File: src/rtl/button_press_gen_pkg.sv
// Shared types and constants for the button press generator and its neighbours.
// Latency: n/a (declarations only).
// Backpressure: n/a.
package button_press_gen_pkg;

    // FSM state encoding, fixed so benches and debug views agree on values.
    typedef enum logic [1:0] {
        IDLE   = 2'd0,
        BOUNCE = 2'd1,
        HOLD   = 2'd2,
        GAP    = 2'd3
    } state_t;

    localparam int HOLD_W_DEF     = 8;
    localparam int BOUNCE_LEN_DEF = 2;  // also used by the button shaper bench
    localparam int GAP_CYCLES_DEF = 4;  // also used by the button shaper bench

    // Number of bounce segments for a given number of bounce pairs.
    function automatic logic [3:0] bounce_segs(input logic [2:0] pairs);
        return {pairs, 1'b0};
    endfunction

endpackage

File: src/rtl/button_press_gen_if.sv
// Request/response bundle between a press requester and the press generator.
// Latency: n/a (wiring only).
// Backpressure: none; extra requests are buffered one deep or dropped by the generator.
interface button_press_gen_if #(
    parameter int HOLD_W = 8
);
    logic              req_in;
    logic [HOLD_W-1:0] hold_in;
    logic [2:0]        bounce_in;
    logic              b_out;
    logic              busy_out;
    logic              done_out;
    logic              overrun_out;

    modport master (
        output req_in, hold_in, bounce_in,
        input  b_out, busy_out, done_out, overrun_out
    );

    modport slave (
        input  req_in, hold_in, bounce_in,
        output b_out, busy_out, done_out, overrun_out
    );
endinterface

File: src/rtl/button_press_gen.sv
// Turns a one-cycle request into an active-low press: optional bounce, steady hold, release gap.
// Latency: request sampled at edge k drives b_out low after edge k+1.
// Backpressure: one-deep pending slot while busy; a request arriving with the slot full is dropped and flagged.
module button_press_gen
    import button_press_gen_pkg::*;
#(
    parameter int HOLD_W     = HOLD_W_DEF,
    parameter int BOUNCE_LEN = BOUNCE_LEN_DEF,
    parameter int GAP_CYCLES = GAP_CYCLES_DEF
) (
    input  logic             clk,
    input  logic             rts,
    button_press_gen_if.slave bus
);

    localparam logic [HOLD_W-1:0] BNC_RELOAD = HOLD_W'(BOUNCE_LEN - 1);
    localparam logic [HOLD_W-1:0] GAP_RELOAD = HOLD_W'(GAP_CYCLES - 1);

    // A hold length of 0 behaves as 1, so the reload value saturates at 0.
    function automatic logic [HOLD_W-1:0] hold_reload(input logic [HOLD_W-1:0] h);
        return (h == '0) ? '0 : h - HOLD_W'(1);
    endfunction

    state_t            state, state_nxt;
    logic [HOLD_W-1:0] cnt, cnt_nxt;
    logic [3:0]        seg, seg_nxt;
    logic [HOLD_W-1:0] hold_q, hold_nxt;
    logic              pend_vld, pend_vld_nxt;
    logic [HOLD_W-1:0] pend_hold, pend_hold_nxt;
    logic [2:0]        pend_bnc, pend_bnc_nxt;

    logic              start;
    logic [HOLD_W-1:0] start_hold;
    logic [2:0]        start_bnc;
    logic              consume;
    logic              ovr;
    logic              b_val;

    // State, counters and pending slot registers.
    always_ff @(posedge clk) begin
        if (rts) begin
            state     <= IDLE;
            cnt       <= '0;
            seg       <= '0;
            hold_q    <= '0;
            pend_vld  <= 1'b0;
            pend_hold <= '0;
            pend_bnc  <= '0;
        end else begin
            state     <= state_nxt;
            cnt       <= cnt_nxt;
            seg       <= seg_nxt;
            hold_q    <= hold_nxt;
            pend_vld  <= pend_vld_nxt;
            pend_hold <= pend_hold_nxt;
            pend_bnc  <= pend_bnc_nxt;
        end
    end

    // Next-state, counter reloads, pending-slot bookkeeping and output values.
    always_comb begin
        state_nxt     = state;
        cnt_nxt       = cnt;
        seg_nxt       = seg;
        hold_nxt      = hold_q;
        pend_vld_nxt  = pend_vld;
        pend_hold_nxt = pend_hold;
        pend_bnc_nxt  = pend_bnc;
        start         = 1'b0;
        start_hold    = bus.hold_in;
        start_bnc     = bus.bounce_in;
        ovr           = 1'b0;
        b_val         = 1'b1;
        consume       = (state == GAP) && (cnt == '0);

        case (state)
            IDLE: begin
                b_val = 1'b1;
                start = bus.req_in;
            end
            BOUNCE: begin
                // Segments count down from 2n-1; odd segments are low, so the
                // first is low and the last (segment 0) is high.
                b_val = ~seg[0];
                if (cnt == '0) begin
                    if (seg == 4'd0) begin
                        state_nxt = HOLD;
                        cnt_nxt   = hold_reload(hold_q);
                    end else begin
                        seg_nxt = seg - 4'd1;
                        cnt_nxt = BNC_RELOAD;
                    end
                end else begin
                    cnt_nxt = cnt - HOLD_W'(1);
                end
            end
            HOLD: begin
                b_val = 1'b0;
                if (cnt == '0) begin
                    state_nxt = GAP;
                    cnt_nxt   = GAP_RELOAD;
                end else begin
                    cnt_nxt = cnt - HOLD_W'(1);
                end
            end
            GAP: begin
                b_val = 1'b1;
                if (cnt == '0) begin
                    if (pend_vld) begin
                        // Serve the slot and refill it with a same-cycle request.
                        start         = 1'b1;
                        start_hold    = pend_hold;
                        start_bnc     = pend_bnc;
                        pend_vld_nxt  = bus.req_in;
                        pend_hold_nxt = bus.hold_in;
                        pend_bnc_nxt  = bus.bounce_in;
                    end else if (bus.req_in) begin
                        start = 1'b1;
                    end else begin
                        state_nxt = IDLE;
                    end
                end else begin
                    cnt_nxt = cnt - HOLD_W'(1);
                end
            end
            default: state_nxt = IDLE;
        endcase

        // Requests during a press go to the slot, or are dropped when it is full.
        if ((state != IDLE) && !consume && bus.req_in) begin
            if (pend_vld) begin
                ovr = 1'b1;
            end else begin
                pend_vld_nxt  = 1'b1;
                pend_hold_nxt = bus.hold_in;
                pend_bnc_nxt  = bus.bounce_in;
            end
        end

        if (start) begin
            hold_nxt = start_hold;
            if (start_bnc != 3'd0) begin
                state_nxt = BOUNCE;
                seg_nxt   = bounce_segs(start_bnc) - 4'd1;
                cnt_nxt   = BNC_RELOAD;
            end else begin
                state_nxt = HOLD;
                cnt_nxt   = hold_reload(start_hold);
            end
        end
    end

    // Registered outputs, one cycle behind the state they describe.
    always_ff @(posedge clk) begin
        if (rts) begin
            bus.b_out       <= 1'b1;
            bus.busy_out    <= 1'b0;
            bus.done_out    <= 1'b0;
            bus.overrun_out <= 1'b0;
        end else begin
            bus.b_out       <= b_val;
            bus.busy_out    <= (state != IDLE);
            bus.done_out    <= consume;
            bus.overrun_out <= ovr;
        end
    end

endmodule

File: src/flat_wrapper.sv
// flat-port wrapper written by rule: the top's interface ports become plain ports
module button_press_gen_flat import button_press_gen_pkg::*;
#(
    parameter int HOLD_W     = HOLD_W_DEF,
    parameter int BOUNCE_LEN = BOUNCE_LEN_DEF,
    parameter int GAP_CYCLES = GAP_CYCLES_DEF
)
  (clk, rts, bus_req_in, bus_hold_in, bus_bounce_in, bus_b_out, bus_busy_out, bus_done_out, bus_overrun_out);
  button_press_gen_if #(.HOLD_W(HOLD_W)) bus_i ();
  input  logic clk;
  input  logic rts;
  input wire logic [$bits(bus_i.req_in)-1:0] bus_req_in;
  input wire logic [$bits(bus_i.hold_in)-1:0] bus_hold_in;
  input wire logic [$bits(bus_i.bounce_in)-1:0] bus_bounce_in;
  output wire logic [$bits(bus_i.b_out)-1:0] bus_b_out;
  output wire logic [$bits(bus_i.busy_out)-1:0] bus_busy_out;
  output wire logic [$bits(bus_i.done_out)-1:0] bus_done_out;
  output wire logic [$bits(bus_i.overrun_out)-1:0] bus_overrun_out;
  assign bus_i.req_in = bus_req_in;
  assign bus_i.hold_in = bus_hold_in;
  assign bus_i.bounce_in = bus_bounce_in;
  assign bus_b_out = bus_i.b_out;
  assign bus_busy_out = bus_i.busy_out;
  assign bus_done_out = bus_i.done_out;
  assign bus_overrun_out = bus_i.overrun_out;
  button_press_gen #(.HOLD_W(HOLD_W), .BOUNCE_LEN(BOUNCE_LEN), .GAP_CYCLES(GAP_CYCLES)) u_core (.clk(clk), .rts(rts), .bus(bus_i));
endmodule
File: config.mk
export PLATFORM = sky130hd
export DESIGN_NAME = button_press_gen_flat
export DESIGN_NICKNAME = d
export VERILOG_FILES = /design/src/rtl/button_press_gen_pkg.sv /design/src/rtl/button_press_gen_if.sv /design/src/rtl/button_press_gen.sv /design/src/flat_wrapper.sv
export SDC_FILE = /design/constraint.sdc
export NUM_CORES = 1
export LEC_CHECK = 0
export BUFFER_PORTS_ARGS = -buffer_cell sky130_fd_sc_hd__buf_2
export CAP_MARGIN = 20
export CORE_MARGIN = 3
export CORE_UTILIZATION = 35
export CTS_CLUSTER_DIAMETER = 200
export DETAILED_ROUTE_END_ITERATION = 10
export SETUP_SLACK_MARGIN = 0.1
export SYNTH_ARGS = -nofsm -noshare
export SYNTH_HDL_FRONTEND = slang
export SYNTH_SLANG_ARGS = --single-unit
File: constraint.sdc
create_clock -name clk -period 9.1 [get_ports clk]
set_input_delay 0 -clock clk [delete_from_list [all_inputs] [get_ports clk]]
set_output_delay 0 -clock clk [all_outputs]
set_load 0.1 [all_outputs]
## Word-level counts from Yosys, hierarchy flattened

Index checks and enable logic that the tools add are counted.

- Bits in registers: 38

- Mux-type cells: 50
- Equal/unequal tests: 10
- $add $sub $neg: 5
- Bitwise gates (word level): 2
- Reduce and logical (&&, ||, !) cells: 16

Operators with widths:

| kind | count |
|---|---|
| 8-bit 2-to-1 mux | 16 |
| 8-bit logical NOT | 3 |
| 3-bit 2-to-1 mux | 8 |
| 8-bit case mux with 3 select lines | 1 |
| 8-bit by 1-bit subtractor with 8-bit output (second input constant) | 3 |
| 4-bit 2-to-1 mux | 5 |
| 2-bit 2-to-1 mux | 8 |
| 1-bit 2-to-1 mux | 9 |
| 3-bit by 1-bit != test with 1-bit output (second input constant) | 3 |
| 3-bit by 2-bit != test with 1-bit output (second input constant) | 3 |
| 4-bit by 1-bit subtractor with 4-bit output (second input constant) | 2 |
| 7-bit AND reduction | 1 |
| 2-bit case mux with 3 select lines | 1 |
| 2-bit == test (second input constant) | 2 |
| 4-bit logical NOT | 1 |
| 4-bit nonzero test | 1 |
| 2-bit OR reduction | 2 |
| 1-bit logical AND | 3 |
| 3-bit != test (second input constant) | 1 |
| 1-bit case mux with 3 select lines | 1 |
| 3-bit nonzero test | 1 |
| 2-bit by 1-bit == test with 1-bit output (second input constant) | 1 |
| 2-bit logical NOT | 1 |
| 1-bit inverter | 2 |
| other kinds (4) | 4 |

## Logic depth before layout (Yosys ltp)

Gate-level depths: netlist of the first run.

- Word-level depth: 7
- Depth in mapped cells: 15

## Worst setup path before layout of the first run

OpenSTA, ideal clock, no wires.

- Kind: register -> register
- From: register u_core.state[0]
- To: register u_core.cnt[7]
- Path slack: 6.200 ns
- Cell stages (with the launch flop): 16
- Arrival time: 2.809 ns
- Required time: 9.009 ns
- Buffers on the path: 3
- Path through: dfxtp_1 ha_1 clkbuf_1 and4bb_1 nand3_2 buf_2 buf_2 mux2i_1 ha_1 ha_1 inv_1 nor2_1 nand3_1 o21ai_0 a21oi_1 a311oi_1

- Cells in the longest elaborated chain, start to end: 6
- Elaborated cells between the ends (all ways): 17

Ends and longest elaborated chain:

| element | RTL line | text |
|---|---|---|
| start, declared | button_press_gen.sv:24 | `state_t state, state_nxt;` |
| start signal, assigned | button_press_gen.sv:50 | `state <= state_nxt;` |
| 2-bit == test | button_press_gen.sv:76 | `case (state)` |
| 8-bit 2-to-1 mux | button_press_gen.sv:76 |  |
| 8-bit by 1-bit subtractor with 8-bit output or 8-bit logical NOT (tied branches) | button_press_gen.sv:21 | `return (h == '0) ? '0 : h - HOLD_W'(1);` |
| 8-bit 2-to-1 mux | button_press_gen.sv:21 |  |
| 8-bit 2-to-1 mux | button_press_gen.sv:142 | `if (start_bnc != 3'd0) begin` |
| 8-bit 2-to-1 mux | button_press_gen.sv:140 | `if (start) begin` |
| end signal, assigned | button_press_gen.sv:51 | `cnt <= cnt_nxt;` |
| end, declared | button_press_gen.sv:25 | `logic [HOLD_W-1:0] cnt, cnt_nxt;` |

Parallel ways exist; a longest one is shown, timed or not.
A chain may end at the register's enable or synchronous reset.

## Final worst setup path of the first run

Same ends and word-level chain as after synthesis.

==> results of run 1 <==
path summary, 6_finish.rpt:
check,end,slack [ns]
setup / recovery,u_core.cnt[7],5.81
hold / removal,u_core.pend_hold[0],0.01
setup reg to reg,u_core.cnt[7],5.81
hold reg to reg,u_core.pend_bnc[2],0.50
worst min-delay path, stage by stage:
cell and delay, ns:
buf_2 0.12, mux2i_1 0.07, nor2_1 0.07
synthesized netlist by cell type, drive strengths merged, types with 3 or more instances:
| cell type | number | area, um2 |
|---|---|---|
| o21ai | 10 | 50.04 |
| nand3b | 4 | 42.54 |
| nand2 | 11 | 43.80 |
| clkbuf | 5 | 18.77 |
| inv | 16 | 60.06 |
| nor3 | 13 | 76.33 |
| dfxtp | 38 | 760.7 |
| xor2 | 5 | 43.79 |
| buf | 7 | 36.28 |
| a22oi | 4 | 30.03 |
| a21oi | 11 | 58.81 |
| o32ai | 4 | 35.03 |
| nor3b | 5 | 37.54 |
| ha | 13 | 162.7 |
| mux2i | 26 | 260.3 |
| nor4 | 4 | 52.55 |
| xnor2 | 14 | 122.6 |
| nor2 | 47 | 176.4 |
| or2 | 3 | 18.77 |
| a31oi | 3 | 18.77 |
| a211oi | 16 | 125.1 |
area by class of cell:
type	count	area (um2)	area share, %
multi-input combinational	226	1630	58.33
sequential	38	760.7	27.22
clock buffer	7	86.33	3.089
inverter	16	60.06	2.149
timing repair buffer	22	132.6	4.745
clock inverter	1	5.005	0.1791
tap	96	120.1	4.297
state kept, by name (all words and copies together), names as in the netlist:
signal and count:
u_core.pend_hold 8, u_core.hold_q 8, u_core.cnt 8, u_core.bus.overrun_out 1, u_core.bus.busy_out 1, u_core.seg 4, u_core.pend_vld 1, u_core.state 2
u_core.pend_bnc 3, u_core.bus.done_out 1, u_core.bus.b_out 1
cell usage in the layout (no fill, tap or decap), types with 3 or more instances in the layout:
master         count
dlygate4sd3_1      4
xnor2_1           14
nor3b_1            5
o32ai_1            4
nor2_1            47
buf_2             17
a31oi_1            3
o21ai_0            9
inv_1             16
xor2_1             5
nand3b_1           3
nand2_1           10
nor3_1            12
dfxtp_1           38
a22oi_1            4
a21oi_1           10
ha_1              13
a211oi_1          15
clkbuf_8           6
mux2i_1           26
routing by layer:
metal / track usage (%) / share of wire, % / vias to the layer above
met5: 0 / 0 / -
met4: 4.592 / 1.4 / 0
met3: 2.000 / 2.6 / 5
met2: 23.90 / 47 / 32
met1: 19.83 / 49 / 976
li1: - / - / 1092
stage by stage:
stage	area [um2]	util [%]	total power [W]	setup slack (ns)
after floorplan	2506	-	0.0006614	6.200
after global placement	2664	38.78	0.0007537	5.981
after detailed placement	2664	38.78	0.0007560	5.798
after CTS	2795	40.69	0.0008816	5.771
after global routing	2795	40.69	0.0009694	5.478
final	2795	40.69	0.0008806	5.810
kinds of logic after synthesis:
| family | synth area share [%] |
|---|---|
| and+or+nand+nor | 23.02 |
| buffers and inverters | 4.593 |
| DFF | 30.35 |
| xor gates and xnor gates | 6.640 |
| muxes | 10.83 |
| AOI/OAI and AO/OA | 18.07 |
| adders and majority gates | 6.490 |
power breakdown:
part	switching, W	internal, W	leakage [nW]
registers	0.0000511	0.000212	0.312
clock network	0.0000606	0.0000612	0.0482
logic	0.000289	0.000206	0.838
total	0.000401	0.000480	1.20
==> summary.txt, run 1 <==
Status
  – Outcome: finished clean

Global routing
  – Initial antenna violation count: 0
  – Global route overflow: 0
  – Largest net degree at the start of global routing: 39
  – Total Routing Usage GR: 14.61%
  – First-pass GRT wire length: 9991 um
  – Vias in the first global route: 2000

Critical path
  – Worst flop-to-flop path startpoint: u_core.state[0]
  – CP arrival: 3.49 ns
  – Buf/Inv on CP: 1
  – Crit-path leading delay family: simple AND/OR/NAND/NOR gates
  – Critical Path Source Type: flip-flop
  – Worst path depth: 12
  – Worst Path Required: about 9.3 ns
  – Worst-path fanout max: 24
  – Crit Path Class: reg2reg
  – Largest stage delay, worst path: about 0.50 ns
  – Critical-path cell list: ha_1 -> and4bb_1 -> nand3_2 -> mux2i_1 -> ha_1 -> ha_1 -> inv_1 -> nor2_1 -> nand3_1 -> o21ai_0 -> a21oi_1 -> a311oi_1
  – Slowest CP cell: nand3_2
  – Critical path origin: u_core.state[0]
  – Crit. End Element: flip-flop
  – Cell mode on critical path: ha_1
  – FF-to-FF path depth: 12

Synthesis
  – Post-synthesis cell count: 292
  – Share of async-settable or async-resettable flops after synthesis: 0%
  – Ys Warns: 0
  – Mapped Nets: 319
  – Netlist cell types: 58
  – Post-synth EDFFs: 0
  – Post-synth design cell area: 2506 um2
  – Sequential-to-total area share from yosys stat: 30.35%
  – Register bit total from synthesis: 38
  – Ys flop type: dfxtp_1
  – Syn Area/Cell: 8.583 um2

Clock network
  – Post_cts resized: 0
  – CTS tree: done
  – Root buffer cell: clkbuf_8
  – Clock Sinks: 38
  – Setup bufs post-CTS: 0
  – Clock Latency Late Sink: 0.29 ns
  – Clock-pin transition on the worst setup and hold timing paths: 0.08 ns
  – # hold bufs at CTS: 4
  – Clk buf depth: 2
  – Htree depth: 2
  – Cts bufs inserted: 5

STA
  – Worst-Margin Slew: 0.8839 ns
  – Post-route setup TNS: 0 ns
  – Final setup viols: 0
  – Final Critical Period: 3.290 ns
  – Period utilization: between 30% and 40%
  – Rel. slew slack: between 40 and 50%
  – WHS: around 0.012 ns
  – Slew Limit Fails: 0
  – Clock Skews: about 0.0053 ns
  – Final Hold Viols: 0
  – RSZ-0062 raised after global routing: no
  – Fmax: between 0.3 and 0.4 GHz

Placed design
  – Gpl congestion: 0.8543
  – IO Port Bufs: 17
  – Placed Cells: ~390
  – Post-DP HPWL: about 4200 um

Drt
  – Via density per instance: 5.185
  – Final wirelength: between 5000 and 6000 um
  – # DRC: 0
  – TritonRoute pass-1 iters: 4
  – DR vias: 2105
  – ANT nets after route: 0
  – WL/cell: 14.05 um
  – Initial DRC count: 110

Final layout
  – Post-layout net count: 336
  – N_diodes: 0
  – Layout area overhead: 11.53%
  – Non-Filler Instances: 406
  – Share of layout cells above drive strength 1: 12.58%
  – # fillers: 699

Floorplan
  – FP Rows: 30
  – IO Count: 18
  – Initial Util: 36.48%
  – Area of the die: 8212 um2
  – Die Y: 90.62 um
  – DIE WIDTH: 90.62 um
  – Core Area: just under 7000 um2

Pwr
  – Max VDD drop: roughly 100 uV
  – Static Leak: 1.198 nW
  – P per Cell Area: 315.0 nW/um2

Hold path
  – Min-delay src: bus_hold_in[0]
  – Hold WC Path Type: in2reg
  – Hold path cells: 3

Flow run
  – Max-cap violations: 0
No activity file was read; power rests on OpenSTA's default activity.
==> run 2: changes to the inputs <==
Clock period 9.1 ns to 2.8 ns, I/O delays scaled along.
==> run 2 against run 1 <==
Against the previous run:
- flip-flop and latch count unchanged
- sequential share of layout area down 1.2 points
- power rose to 3.4 times the previous value
- largest power group unchanged
- worst hold slack worse by 0.00090 ns
- maximum frequency up 31%
- cell count up 3.2%
- combinational power rose to 3.5 times the previous value
- critical endpoint is now u_core.cnt[2]
==> summary.txt, run 2 (synthesis gave the netlist of run 1 again) <==
Placed design
  – Gpl congestion: 0.8702
  – Dpl ws: roughly 0.13 ns
  – IO Port Bufs: 17
  – Post-DP HPWL: ~4400 um

Critical path
  – Crit-path leading delay family: compound AO/OA/AOI/OAI gates
  – Worst-path fanout max: 6
  – Worst path depth: 9
  – Slowest CP cell: dfxtp_1
  – Critical Path Source Type: flip-flop
  – Largest stage delay, worst path: around 0.40 ns
  – Worst Path Required: slightly below 3 ns
  – FF-to-FF setup slack: 0.28 ns
  – CP arrival: 2.65 ns
  – FF-to-FF path depth: 9
  – Crit. End Element: flip-flop
  – Buf/Inv on CP: 1
  – Worst flop-to-flop path startpoint: u_core.state[1]
  – RR Endpoint: u_core.cnt[2]
  – Critical-path cell list: ha_1 -> and4bb_2 -> nand3_4 -> mux2i_2 -> ha_1 -> inv_1 -> o211a_1 -> a22oi_1 -> a211oi_1
  – Crit Path Class: reg2reg
  – Cell mode on critical path: ha_1

Floorplan
  – Die Y: 90.62 um
  – Area of the die: just over 8000 um2
  – Core Area: slightly below 7000 um2
  – FP Rows: 30
  – IO Count: 18
  – Initial Util: a little over a third
  – DIE WIDTH: slightly above 90 um

Drt
  – WL/cell: 14.61 um
  – Via density per instance: roughly 5.2
  – ANT nets after route: 0
  – Final wirelength: 6123 um
  – Initial DRC count: 124
  – TritonRoute pass-1 iters: 4
  – # DRC: 0
  – DR vias: 2175

Clock network
  – Cts bufs inserted: 5
  – Clock Sinks: 38
  – Htree depth: 2
  – CTS tree: done
  – Clock Latency Late Sink: 0.29 ns
  – Root buffer cell: clkbuf_8
  – Clock-pin transition on the worst setup and hold timing paths: 0.08 ns
  – Clk buf depth: 2

Global routing
  – Initial antenna violation count: 0
  – Global route overflow: 0
  – Largest net degree at the start of global routing: 39
  – Vias in the first global route: 2091
  – Total Routing Usage GR: 14.83%
  – First-pass GRT wire length: 10180 um

Pwr
  – Clock power share: 13.4%
  – Sequential power share: 29.1%
  – Combinational share of power: 57.5%
  – Switching Share: 45.32%
  – Max VDD drop: between 300 and 400 uV
  – P_sw: 0.001353 W
  – Int Pwr: about 0.0016 W
  – P per Cell Area: ~1000 nW/um2
  – Static Leak: ~1.2 nW

Final layout
  – N_diodes: 0
  – Share of layout cells above drive strength 1: 20.43%
  – Final core occ: 42.77%
  – Most frequent cells in the layout: nor2_1, dfxtp_1, mux2i_1
  – Largest registers: u_core.cnt (8), u_core.hold_q (8), u_core.pend_hold (8)
  – Most common cell after layout, fill and taps aside: nor2_1
  – # fillers: 687
  – Layout area overhead: 17.22%
  – Post-layout net count: 349

Status
  – Outcome: finished clean

STA
  – Final Hold Viols: 0
  – Period utilization: between 80 and 90%
  – Rel. slew slack: 34.77%
  – Post-route setup TNS: 0 ns
  – Clock Skews: between 0.008 and 0.009 ns
  – Final setup viols: 0
  – Final Critical Period: 2.518 ns
  – Fin worst setup slack: roughly 0.28 ns
  – Slew Limit Fails: 0
  – RSZ-0062 raised after global routing: no
  – Fmax: 0.3971 GHz
  – Worst-Margin Slew: 0.9739 ns

Hold path
  – Hold path cells: 3
  – Hold WC Path Type: in2reg
  – Worst Hold End: u_core.pend_hold[5]
  – Min-delay src: bus_hold_in[5]

Flow run
  – Max-cap violations: 0
## run 2: layout make-up
| class | instances | area [um2] | share of cell area [%] |
|---|---|---|---|
| clock inverter | 1 | 5.005 | 0.1704 |
| inverter | 16 | 60.06 | 2.044 |
| tap | 96 | 120.1 | 4.089 |
| sequential | 38 | 764.5 | 26.02 |
| multi-input combinational | 227 | 1679 | 57.15 |
| timing repair buffer | 34 | 222.7 | 7.581 |
| clock buffer | 7 | 86.33 | 2.939 |
## run 2: through the flow
step	instances	hold WS [ns]	instance area [um2]	total power, W
6_report	419	0.01107	2938	0.002985
5_1_grt	419	0.04426	2938	0.003241
4_1_cts	412	0.002777	2853	0.002936
3_5_place_dp	400	0.2616	2718	0.002518
3_3_place_gp	400	0.2542	2718	0.002494
2_1_floorplan	292	0.1439	2529	0.002157
## run 2: repair_timing
item | CTS | global route
pin swaps | 0 | 6
endpoints found under the hold margin | 4 | 0
setup endpoints to repair | 1 | 8
cloned | 0 | 1
resized for setup | 1 | 13
buffers inserted | 0 | 6
hold buffers | 4 | 0
## run 2: tightest hold or removal path: stages
cell	delay [ns]
buf_2	0.12
mux2i_1	0.07
nor2_1	0.07
## run 2: worst max-delay path by stage
stage                          from       endpoint  slack (ns)
CTS                   u_core.cnt[0]  u_core.cnt[6]        0.10
global placement      u_core.cnt[0]  u_core.cnt[2]        0.19
floorplan           u_core.state[0]  u_core.cnt[7]        0.12
finish              u_core.state[1]  u_core.cnt[2]        0.28
global route          u_core.cnt[0]  u_core.cnt[6]        0.10
detailed placement    u_core.cnt[0]  u_core.cnt[7]        0.13
## run 2: power by group through the flow
stage	clock network (W)	logic, W	registers (W)
floorplan	0	0.00125	0.000908
global placement	0	0.00163	0.000863
detailed placement	0	0.00165	0.000870
CTS	0.000417	0.00166	0.000857
global route	0.000431	0.00192	0.000890
finish	0.000401	0.00172	0.000868
## run 2: layer usage
metal,vias to the layer above,share of wire (%),global-route usage [%]
met5,-,0,0
met4,0,1.1,4.974
met1,1000,49,19.63
met2,47,46,24.21
li1,1119,-,-
met3,9,3.4,2.667
==> run 3: changes to the inputs <==
Settings changed: CELL_PAD_IN_SITES_DETAIL_PLACEMENT set to 0, CELL_PAD_IN_SITES_GLOBAL_PLACEMENT set to 1, PLACE_DENSITY_LB_ADDON set to 0.1.
==> run 3 against run 2 <==
Against the previous run:
- maximum frequency decreased by 0.37%
- core utilization increased by 1.4 points
- sequential share of layout area shrank 0.80 points
- power rose by 2.9%
- via count decreased by 0.97%
- die area unchanged
- count of clock-buffer cells in the layout is 2 lower
- first-iteration DRC count fell by 47%
- combinational power about the same
- cell count increased by 0.48%
- routed wire length increased by 2.8%
- clock skew rose by 0.00055 ns
- largest cell class unchanged
==> summary.txt, run 3 (synthesis gave the netlist of run 1 again) <==
Status
  – Outcome: finished clean

Critical path
  – Largest stage delay, worst path: 0.34 ns
  – Buf/Inv on CP: 3
  – Crit-path leading delay family: compound AO/OA/AOI/OAI gates
  – Critical-path cell list: inv_2 -> ha_2 -> and4bb_2 -> nand3_4 -> buf_6 -> mux2i_4 -> ha_4 -> inv_1 -> o211a_2 -> a22oi_1 -> a211oi_1
  – Slowest CP cell: dfxtp_2
  – CP arrival: 2.67 ns
  – Crit Path Class: reg2reg
  – Critical Path Source Type: flip-flop
  – Worst Path Required: 2.94 ns
  – Worst-path fanout max: 8
  – Crit. End Element: flip-flop

Global routing
  – Global route overflow: 0
  – Largest net degree at the start of global routing: 39
  – Met1 usage: 22.75%
  – Vias in the first global route: 2089
  – GRT busiest layer: met2
  – First-pass GRT wire length: about 11000 um
  – Total Routing Usage GR: roughly 16%
  – Routing usage on met3: 2.583%
  – Met2 usage: 24.46%
  – Initial antenna violation count: 0

STA
  – Final Hold Viols: 0
  – Slew Limit Fails: 0
  – Post-route setup TNS: 0 ns
  – Fmax: 0.3957 GHz
  – Rel. slew slack: 37.57%
  – Final Critical Period: 2.527 ns
  – Period utilization: between 90% and 100%
  – Final setup viols: 0
  – Fin worst setup slack: approximately 0.27 ns
  – RSZ-0062 raised after global routing: no
  – Worst-Margin Slew: 0.9321 ns
  – Clock Skews: 0.008692 ns

Clock network
  – Clock Latency Late Sink: a little under 0.3 ns
  – Clock Sinks: 38
  – Cts bufs inserted: 5
  – Htree depth: 2
  – Clk buf depth: 2
  – Root buffer cell: clkbuf_8
  – CTS tree: done
  – Clock-pin transition on the worst setup and hold timing paths: ~0.08 ns

Drt
  – TritonRoute pass-1 iters: 4
  – ANT nets after route: 0
  – WL/cell: 14.95 um
  – Initial DRC count: 66
  – Via density per instance: 5.116
  – # DRC: 0
  – Final wirelength: 6295 um
  – DR vias: about 2200

Floorplan
  – IO Count: 18
  – Area of the die: approximately 8000 um2
  – Die Y: 90.62 um
  – Initial Util: 36.48%
  – DIE WIDTH: 90.62 um
  – Core Area: 6869 um2
  – FP Rows: 30

Final layout
  – Most frequent cells in the layout: nor2_1, dfxtp_1, mux2i_1
  – Share of layout cells above drive strength 1: 23.08%
  – Non-Filler Instances: roughly 420
  – # fillers: between 600 and 700
  – Post-layout net count: 351
  – Design Area, Final: between 3000 and 4000 um2
  – N_diodes: 0
  – Most common cell after layout, fill and taps aside: nor2_1
  – Layout area overhead: 21.12%
  – Largest registers: u_core.cnt (8), u_core.hold_q (8), u_core.pend_hold (8)

Pwr
  – Pwr Total: 0.003070 W
  – P per Cell Area: approximately 1000 nW/um2
  – Static Leak: between 1 and 1.5 nW
  – Max VDD drop: 314.0 uV

Placed design
  – Gpl congestion: 0.8032
  – Post-DP HPWL: 4715 um
  – IO Port Bufs: 17
  – Placed Cells: 405
  – Placed Area: 2755 um2
  – Dpl ws: 0.06341 ns

Hold path
  – Hold WC Path Type: in2reg

Flow run
  – Max-cap violations: 0
==> run 3: cell types whose count changed in the layout (fill, tap and decap cells not counted), sizes merged <==
cell	previous run	this run
bufinv	0	1
clkbuf	7	5
nand3	3	2
buf	30	32
clkinv	1	2
dlygate4sd3	4	5
==> run 3: per-stage QoR <==
step,utilization (%),hold WS (ns)
floorplan,-,0.1439
global placement,40.11,0.2581
detailed placement,40.11,0.2604
CTS,42.60,0.002798
global route,44.19,0.03687
finish,44.19,0.01700
==> run 3: area by class of cell <==
cell class	instances	area (um2)	share of cell area, %
Multi-Input combinational cell	226	1729	56.97
Tap cell	96	120.1	3.957
Inverter	16	60.06	1.979
Clock buffer	5	68.82	2.267
Clock inverter	3	40.04	1.319
Sequential cell	38	765.7	25.23
Timing Repair Buffer	37	251.5	8.285
==> run 3: layer usage <==
metal  wire length, um  vias up  part of all wire, %
met5                 0        -                    0
met4                49        0                 0.78
met3               160        4                  2.5
met2              2683       29                   43
met1              3401      999                   54
li1                  -     1122                    -
==> run 3: worst reg2reg max path, stage by stage, from the launching register on <==
cell and delay (ns):
dfxtp_2 0.34, inv_2 0.08, ha_2 0.18, and4bb_2 0.28, nand3_4 0.17, buf_6 0.21
mux2i_4 0.25, ha_4 0.18, inv_1 0.05, o211a_2 0.32, a22oi_1 0.22, a211oi_1 0.10
==> run 3: what timing repair did <==
| action | in CTS | in global routing |
|---|---|---|
| buffers inserted | 0 | 3 |
| cloned | 0 | 0 |
| endpoints found under the setup margin | 4 | 7 |
| resized for setup | 4 | 22 |
| pin swaps | 0 | 4 |
| hold buffers | 5 | 0 |
| hold endpoints to repair | 5 | 0 |
==> run 3: worst paths after layout <==
| check | to | cells after the start | start | slack, ns |
|---|---|---|---|---|
| max | u_core.cnt[5] | 11 | u_core.cnt[0] | 0.27 |
| min | u_core.pend_hold[5] | 3 | bus_hold_in[5] | 0.02 |
| min reg2reg | u_core.pend_bnc[2] | 2 | u_core.pend_bnc[2] | 0.50 |
| max reg2reg | u_core.cnt[5] | 11 | u_core.cnt[0] | 0.27 |
==> run 3: power by group <==
group	switching (W)	internal (W)
registers	0.000158	0.000695
logic	0.000987	0.000758
clock network	0.000209	0.000263
